$ cat src/rtl/riscv_alu_control.sv
`default_nettype none
// ============================================================================
// Module      : riscv_alu_control
// Description : RISC-V ALU decoder; ALUOp/funct3/op5/funct7 -> ALUControl,
//               with optional registered output and illegal-op flag.
// Revision    : 1.0 - initial release
// ============================================================================
module riscv_alu_control #(
    parameter int OUT_REG = 1
) (
    input  logic       clk,
    input  logic       rst_n,
    input  logic [1:0] ALUOp,
    input  logic       op5,
    input  logic       funct7,
    input  logic [2:0] funct3,
    output logic [2:0] ALUControl,
    output logic       illegal_op
);

    localparam logic [2:0] C_ADD = 3'b000;
    localparam logic [2:0] C_SUB = 3'b001;
    localparam logic [2:0] C_AND = 3'b010;
    localparam logic [2:0] C_OR  = 3'b011;
    localparam logic [2:0] C_SLT = 3'b101;

    logic [2:0] w_nxt_ctl;
    logic       w_nxt_ill;

    // ALUOp is decoded first so funct fields never reach the output when ignored.
    always_comb begin
        w_nxt_ctl = C_ADD;
        w_nxt_ill = 1'b0;
        case (ALUOp)
            2'b00: w_nxt_ctl = C_ADD;
            2'b01: w_nxt_ctl = C_SUB;
            2'b10: begin
                case (funct3)
                    3'b000:  w_nxt_ctl = (op5 && funct7) ? C_SUB : C_ADD;
                    3'b010:  w_nxt_ctl = C_SLT;
                    3'b110:  w_nxt_ctl = C_OR;
                    3'b111:  w_nxt_ctl = C_AND;
                    default: w_nxt_ill = 1'b1;
                endcase
            end
            default: w_nxt_ill = 1'b1;
        endcase
    end

    generate
        if (OUT_REG != 0) begin : g_reg
            logic [2:0] r_ctl;
            logic       r_ill;

            always_ff @(posedge clk or negedge rst_n) begin
                if (!rst_n) begin
                    r_ctl <= C_ADD;
                    r_ill <= 1'b0;
                end else begin
                    r_ctl <= w_nxt_ctl;
                    r_ill <= w_nxt_ill;
                end
            end

            assign ALUControl = r_ctl;
            assign illegal_op = r_ill;
        end else begin : g_comb
            logic w_unused;
            assign w_unused   = &{1'b0, clk, rst_n};
            assign ALUControl = w_nxt_ctl;
            assign illegal_op = w_nxt_ill;
        end
    endgenerate

endmodule
`default_nettype wire

$ cat config.mk
export PLATFORM = sky130hd
export DESIGN_NAME = riscv_alu_control
export DESIGN_NICKNAME = d
export VERILOG_FILES = /design/src/rtl/riscv_alu_control.sv
export SDC_FILE = /design/constraint.sdc
export NUM_CORES = 1
export LEC_CHECK = 0
export ABC_AREA = 0
export CORE_AREA = 2 2 39 41
export CTS_CLUSTER_SIZE = 25
export DETAILED_ROUTE_END_ITERATION = 7
export DIE_AREA = 0 0 41 43
export PLACE_DENSITY_LB_ADDON = 0.05
export SLEW_MARGIN = 20
export SYNTH_ARGS = -nofsm -noshare
export SYNTH_HDL_FRONTEND = slang
export SYNTH_SLANG_ARGS = --single-unit
$ cat constraint.sdc
create_clock -name clk -period 0.8 [get_ports clk]
set_input_delay 0.24 -clock clk [delete_from_list [all_inputs] [get_ports clk]]
set_output_delay 0.24 -clock clk [all_outputs]
set_load 0.02 [all_outputs]
==> out/qor.json, run 1 <==
{
  "startpoint_type": "register",
  "cpPeakStageDelay_ns": 0.36,
  "post_synth_main_area_contributors": "sky130_fd_sc_hd__dfrtp_1, sky130_fd_sc_hd__ha_1, sky130_fd_sc_hd__nor2b_1",
  "cts_max_path_buffers": 2,
  "first_global_vias": 219,
  "timing.max_slew.rel_slack_pct": 87.11,
  "yosys_most_used_dff": "sky130_fd_sc_hd__dfrtp_1",
  "timing.setup.critical_path_class": "register to output port",
  "post_synth.cell_area_avg_um2": 10.29,
  "clkSinkCount": 4,
  "crit_path_cell_trace": "buf_6",
  "dpl.hpwl_um": 396.5,
  "yosysMostFrequentCell": "sky130_fd_sc_hd__dfrtp_1",
  "muxShareOfSynthArea_pct": 0,
  "tritoncts.num_buffers": 3,
  "ys_seq_area_share_pct": 44.20,
  "instances_no_fill": 55,
  "clock_power_share_pct": 39.3,
  "crit_path_top_delay_cell": "sky130_fd_sc_hd__dfrtp_1",
  "ys_warn_count": 0,
  "timing.final.crit_share_pct": 120.0,
  "start_util_pct": 16.37,
  "area_growth_syn_to_layout_pct": 100.6,
  "boundaryPins": 13,
  "yosysTopAreaCell": "sky130_fd_sc_hd__dfrtp_1",
  "final-max-slew-violation-count": 0,
  "final_nets": 53,
  "grt_first_pass_wirelength_um": 855,
  "critical_path_arrival_ns": 0.72,
  "cts.clk_slew.worst_paths_ns": 0.04,
  "setup_ws_ns": -0.1600,
  "first_pass_iters": 1,
  "worst-endpoint-required_ns": 0.56,
  "cts_tree": "done",
  "mappedNetlistNets": 34,
  "synth_simple_gate_area_share_pct": 24.31,
  "critical_path.n_buffers_inverters": 1,
  "violations_in_the_final_reports": "setup timing",
  "synth_edf_count": 0,
  "core_region_area_um2": 1384,
  "final_number_of_hold_violating_endpoints": 0,
  "timing.critical_path.max_delay_family": "flip-flops",
  "vias_per_cell": 3.836,
  "antenna_cells": 0,
  "synth-compound-area-share_pct": 11.60,
  "post_synth_inst_count": 22,
  "timing.final.crit_period_ns": 0.9600,
  "p_sw_mw": 0.1506,
  "max-vdd-ir-drop_v": 0.0003999,
  "switch_share_pct": 24.35,
  "finalWeightedCongestion": 0.7854,
  "setup_viol_count_final": 4,
  "fp.dieH_um": 43,
  "clk_root_buffer_cell": "sky130_fd_sc_hd__clkbuf_4",
  "number_of_antenna_violations_at_the_first_check_in_global_routing": 0,
  "area_share_of_fa_ha_maj_cells_after_synthesis_pct": 16.57,
  "port-buffer-count": 12,
  "pwr-share-seq_pct": 35.1,
  "floorplan.rows": 14,
  "main_combinational_cell_family_by_area_after_synthesis": "simple AND/OR/NAND/NOR gates",
  "cts_hold_buffers": 0,
  "yosysTopAreaCellShare_pct": 44.20,
  "hold_ws_ns": 0.2088,
  "drtAntennaViolNets": 0,
  "drt_drc_violations_left": 0,
  "die_w_um": 41,
  "synth_common_cells": "sky130_fd_sc_hd__dfrtp_1, sky130_fd_sc_hd__ha_1",
  "placedCellCount": 52,
  "worstSetupEndpointType": "output port",
  "setup_tns_final_ns": -0.6317,
  "power.internal_mw": 0.4680,
  "preCtsSetupSlack_ns": -0.7752,
  "post-layout-total-power_mw": 0.6187,
  "power_density_nw_per_um2": 1362,
  "cts_htree_levels": 1,
  "p_comb_share_pct": 25.6,
  "drv_cap": 0,
  "rsz_0062_raised_after_global_routing": "true",
  "grt.total_usage_pct": 8.040,
  "synth_seq_cells": 4,
  "post-cts-setup-buffers": 0,
  "post_synth_instance_area_um2": 226.5,
  "f_max_mhz": 1042,
  "share_of_async_settable_or_async_resettable_flops_after_synthesis_pct": 100.0,
  "synthXorXnorAreaFrac_pct": 0,
  "drt_iter0_markers": 0,
  "critical_path_peak_fanout": 1,
  "post_route_cells_drive_above_1_share_pct": 51.28,
  "final_routed_wirelength_um": 515,
  "worst_slew_pin_slew_ns": 0.1922,
  "vias": 211,
  "nFillCells": 144,
  "leakage_nw": 0.2013,
  "run_status": "complete, but fails checks",
  "worst_hold_path_type": "primary input to async pin",
  "pin_count_of_the_biggest_net_entering_global_routing": 5,
  "fp.dieArea_um2": 1763,
  "routed_wire_length_per_instance_um": 9.364,
  "synthDistinctLibCells": 12,
  "grt_remaining_overflow": 0
}
how the worst max path moves through the flow:
stage,slack [ns],cells after the start,to,start
3_5_place_dp,-0.78,5,illegal_op,ALUOp[0]
3_3_place_gp,-0.77,6,ALUControl[0],ALUOp[0]
5_1_grt,-0.18,1,ALUControl[1],ALUControl[1]
4_1_cts,-0.17,1,illegal_op,illegal_op
2_1_floorplan,-0.05,5,ALUControl[0],ALUOp[0]
6_report,-0.16,1,ALUControl[1],ALUControl[1]
through the flow:
step,cell area (um2),utilization [%]
after CTS,442.9,32.01
final,454.2,32.82
after detailed placement,406.6,29.39
after global placement,406.6,29.39
after floorplan,251.5,-
after global routing,454.2,32.82
metal layers:
layer  track usage [%]  up-vias  wire [um]
met5                 0        -          0
met2             12.50        8        310
met4             12.00        0          0
met3                 0        0         37
met1             7.097       94        168
li1                  -      109          -
sequential cells by signal (all words and copies together) (netlist names):
| name | count |
|---|---|
| illegal_op | 1 |
| ALUControl | 3 |
logic make-up (layout without fill, tap and decap cells):
group	Yosys count	count (layout)
DFF	4	4
and+or+nand+nor	9	9
adders and majority gates	3	3
AOI/OAI and AO/OA	4	4
buffers and inverters	2	19
power groups by stage:
stage	clock, mW	combinational (mW)	sequential (mW)
2_1_floorplan	0	0.0436	0.231
3_3_place_gp	0	0.144	0.218
3_5_place_dp	0	0.144	0.218
4_1_cts	0.258	0.150	0.217
5_1_grt	0.267	0.174	0.218
6_report	0.243	0.158	0.217
cells in the final DEF, fill, tap and decap left out, types with 2 or more instances in the layout:
cell and n:
sky130_fd_sc_hd__buf_6 5, sky130_fd_sc_hd__dfrtp_1 4, sky130_fd_sc_hd__clkbuf_4 3, sky130_fd_sc_hd__buf_4 3, sky130_fd_sc_hd__clkdlybuf4s50_1 3, sky130_fd_sc_hd__nor2_1 2
sky130_fd_sc_hd__nor2b_1 2, sky130_fd_sc_hd__ha_4 2, sky130_fd_sc_hd__dlygate4sd2_1 2
area by class of cell:
cell class | instances | area (um2) | area share [%]
multi-input combinational | 16 | 155.1 | 34.16
timing repair buffer | 14 | 136.4 | 30.03
sequential | 4 | 100.1 | 22.04
clock buffer | 3 | 22.52 | 4.959
inverter | 2 | 20.02 | 4.408
tap | 16 | 20.02 | 4.408
repair_timing:
item	CTS	global route
setup endpoints to repair	8	7
gates cloned	0	0
pin swaps	1	3
resized for setup	40	4
endpoints found under the hold margin	0	0
(Power assumes the default switching activity.)
==> run 2, diff against run 1 <==
--- a/config.mk
+++ b/config.mk
@@ -13,2 +13,3 @@
 export PLACE_DENSITY_LB_ADDON = 0.05
+export SETUP_SLACK_MARGIN = 0.02
 export SLEW_MARGIN = 20
--- a/constraint.sdc
+++ b/constraint.sdc
@@ -3,2 +3,2 @@
 set_output_delay 0.24 -clock clk [all_outputs]
-set_load 0.02 [all_outputs]
+set_load 0.005 [all_outputs]
==> run 2 against run 1 <==
Compared with the run above: the run still ends with setup timing left; die area unchanged; combinational power about the same; hold slack better by 0.0030 ns; flip-flop and latch count unchanged; routed wire length up 1.4%; critical path depth unchanged; largest power group unchanged.
==> out/qor.json, run 2 (synthesis results as in run 1) <==
{
  "cts.clk_slew.worst_paths": {"value": 0.03, "unit": "ns", "change": "about the same"},
  "cts_hold_buffers": {"value": 0, "change": "unchanged"},
  "largest_reg_flops": {"value": 3, "change": "unchanged"},
  "floorplan.rows": {"value": 14, "change": "unchanged"},
  "critical_path_peak_fanout": {"value": 1, "change": "unchanged"},
  "hold_ws": {"value": 0.2118, "unit": "ns", "change": "+0.003029 ns"},
  "run_status": "complete, but fails checks",
  "placedCellCount": {"value": 52, "change": "unchanged"},
  "place_area": {"value": 406.6, "unit": "um2", "change": "unchanged"},
  "die_w": {"value": 41, "unit": "um", "change": "unchanged"},
  "worst_hold_path_type": "primary input to async pin",
  "timing.final.crit_period": {"value": 0.9270, "unit": "ns", "change": "-0.03295 ns"},
  "final_number_of_hold_violating_endpoints": {"value": 0, "change": "unchanged"},
  "multi_input_comb_area": {"value": 178.9, "unit": "um2", "change": "+15%"},
  "timing.max_slew.rel_slack": {"value": 86.27, "unit": "%", "change": "-0.84 points"},
  "area_growth_syn_to_layout_pct": 101.7,
  "worst-endpoint-required": {"value": 0.56, "unit": "ns", "change": "about the same"},
  "cts_htree_levels": {"value": 1, "change": "unchanged"},
  "fp.dieH": {"value": 43, "unit": "um", "change": "unchanged"},
  "port-buffer-count": {"value": 12, "change": "unchanged"},
  "grt_remaining_overflow": {"value": 0, "change": "unchanged"},
  "critical_path_arrival": {"value": 0.69, "unit": "ns", "change": "-0.03 ns"},
  "f_max": {"value": 1079, "unit": "MHz", "change": "+3.6%"},
  "cpPeakStageDelay": {"value": 0.34, "unit": "ns", "change": "-0.02 ns"},
  "first_global_vias": {"value": 209, "change": "-4.6%"},
  "drv_cap": {"value": 0, "change": "unchanged"},
  "fp.dieArea": {"value": 1763, "unit": "um2", "change": "unchanged"},
  "final_core_utilization": {"value": 33.00, "unit": "%", "change": "+0.18 points"},
  "timing.critical_path.max_delay_family": "flip-flops",
  "leakage": {"value": 0.2142, "unit": "nW", "change": "+6.4%"},
  "final_nets": {"value": 54, "change": "+1.9%"},
  "finalWeightedCongestion": {"value": 0.7854, "change": "unchanged"},
  "worst_slew_pin_slew": {"value": 0.2059, "unit": "ns", "change": "+0.01372 ns"},
  "crit_path_top_delay_cell": "sky130_fd_sc_hd__dfrtp_1",
  "dpl.hpwl": {"value": 396.5, "unit": "um", "change": "unchanged"},
  "violations_in_the_final_reports": "setup timing",
  "drt_iter0_markers": {"value": 0, "change": "unchanged"},
  "vias": {"value": 217, "change": "+2.8%"},
  "vias_per_cell": {"value": 3.875, "change": "+1.0%"},
  "clkSinkCount": {"value": 4, "change": "unchanged"},
  "post-layout-total-power": {"value": 0.6097, "unit": "mW", "change": "-1.5%"},
  "start_util": {"value": 16.37, "unit": "%", "change": "unchanged"},
  "cts_max_path_buffers": {"value": 2, "change": "unchanged"},
  "drtAntennaViolNets": {"value": 0, "change": "unchanged"},
  "preCtsSetupSlack": {"value": -0.7752, "unit": "ns", "change": "unchanged"},
  "grt.total_usage": {"value": 7.437, "unit": "%", "change": "-0.60 points"},
  "first_pass_iters": {"value": 1, "change": "unchanged"},
  "critical_path.n_buffers_inverters": {"value": 1, "change": "unchanged"},
  "setup_tns_final": {"value": -0.5040, "unit": "ns", "change": "+0.1277 ns"},
  "final_cell_mix": "sky130_fd_sc_hd__dfrtp_1, sky130_fd_sc_hd__buf_4, sky130_fd_sc_hd__buf_2",
  "instances_no_fill": {"value": 56, "change": "+1.8%"},
  "fin_area": {"value": 456.7, "unit": "um2", "change": "+0.55%"},
  "nFillCells": {"value": 146, "change": "+1.4%"},
  "cts_tree": "done",
  "max-vdd-ir-drop": {"value": 0.0004281, "unit": "V", "change": "+7.0%"},
  "routed_wire_length_per_instance": {"value": 9.321, "unit": "um", "change": "-0.45%"},
  "rsz_0062_raised_after_global_routing": "true",
  "antenna_cells": {"value": 0, "change": "unchanged"},
  "final-max-slew-violation-count": {"value": 0, "change": "unchanged"},
  "timing.setup.critical_path_class": "register to output port",
  "number_of_antenna_violations_at_the_first_check_in_global_routing": {"value": 0, "change": "unchanged"},
  "crit_path_cell_trace": "buf_2",
  "post_route_cells_drive_above_1_share": {"value": 57.50, "unit": "%", "change": "+6.2 points"},
  "tritoncts.num_buffers": {"value": 3, "change": "unchanged"},
  "register_area": {"value": 100.1, "unit": "um2", "change": "unchanged"},
  "grt_first_pass_wirelength": {"value": 793, "unit": "um", "change": "-7.3%"},
  "power_density": {"value": 1335, "unit": "nW/um2", "change": "-2.0%"},
  "setup_viol_count_final": {"value": 4, "change": "unchanged"},
  "final_routed_wirelength": {"value": 522, "unit": "um", "change": "+1.4%"},
  "drt_drc_violations_left": {"value": 0, "change": "unchanged"},
  "timing.final.crit_share": {"value": 115.9, "unit": "%", "change": "-4.1 points"},
  "worstSetupEndpointType": "output port",
  "clk_root_buffer_cell": "sky130_fd_sc_hd__clkbuf_4",
  "boundaryPins": {"value": 13, "change": "unchanged"},
  "core_region_area": {"value": 1384, "unit": "um2", "change": "unchanged"},
  "startpoint_type": "register",
  "pin_count_of_the_biggest_net_entering_global_routing": {"value": 5, "change": "unchanged"},
  "setup_ws": {"value": -0.1270, "unit": "ns", "change": "+0.03295 ns"}
}
[run 2: cell count changes in the layout (fill, tap and decap cells not counted), sizes merged]
cell,delta
buf,+1
clkbuf,+1
dlygate4sd2,-1
[run 2: how the worst max path moves through the flow]
stage / from / cells after the start / slack [ns] / to
global placement: ALUOp[0] / 6 / -0.77 / ALUControl[0]
finish: illegal_op / 1 / -0.13 / illegal_op
global route: ALUControl[1] / 1 / -0.16 / ALUControl[1]
detailed placement: ALUOp[0] / 5 / -0.78 / illegal_op
floorplan: ALUOp[0] / 5 / -0.05 / ALUControl[0]
CTS: illegal_op / 1 / -0.15 / illegal_op
[run 2: power by group]
part / internal (mW) / switching, mW / total, mW
combinational: 0.0899 / 0.0707 / 0.161
sequential: 0.213 / 0.00164 / 0.215
clock: 0.167 / 0.0676 / 0.234
[run 2: what timing repair did]
action,4_1_cts,5_1_grt
resized for setup,34,8
setup buffers,0,1
pin swaps,3,3
setup endpoints to repair,8,8
[run 2: routing by layer]
metal / track usage, % / part of all wire (%) / vias up
met1: 6.774 / 29 / 99
met3: 0 / 8.8 / 0
met2: 10.94 / 62 / 8
met5: 0 / 0 / -
met4: 12.00 / 0 / 0
li1: - / - / 110
[run 2: area by class of cell]
cell class / instances / share of cell area (%)
multi-input cells: 16 / 39.18
flip-flops and latches: 4 / 21.92
clock buffers: 3 / 4.932
repair buffers: 15 / 25.21
inverters: 2 / 4.384
well taps: 16 / 4.384
==> run 3, diff against run 2 <==
SLEW_MARGIN = default   (was 20)
==> results of run 3 <==
The final DEF is identical to that of run 2; final timing and power are the same.
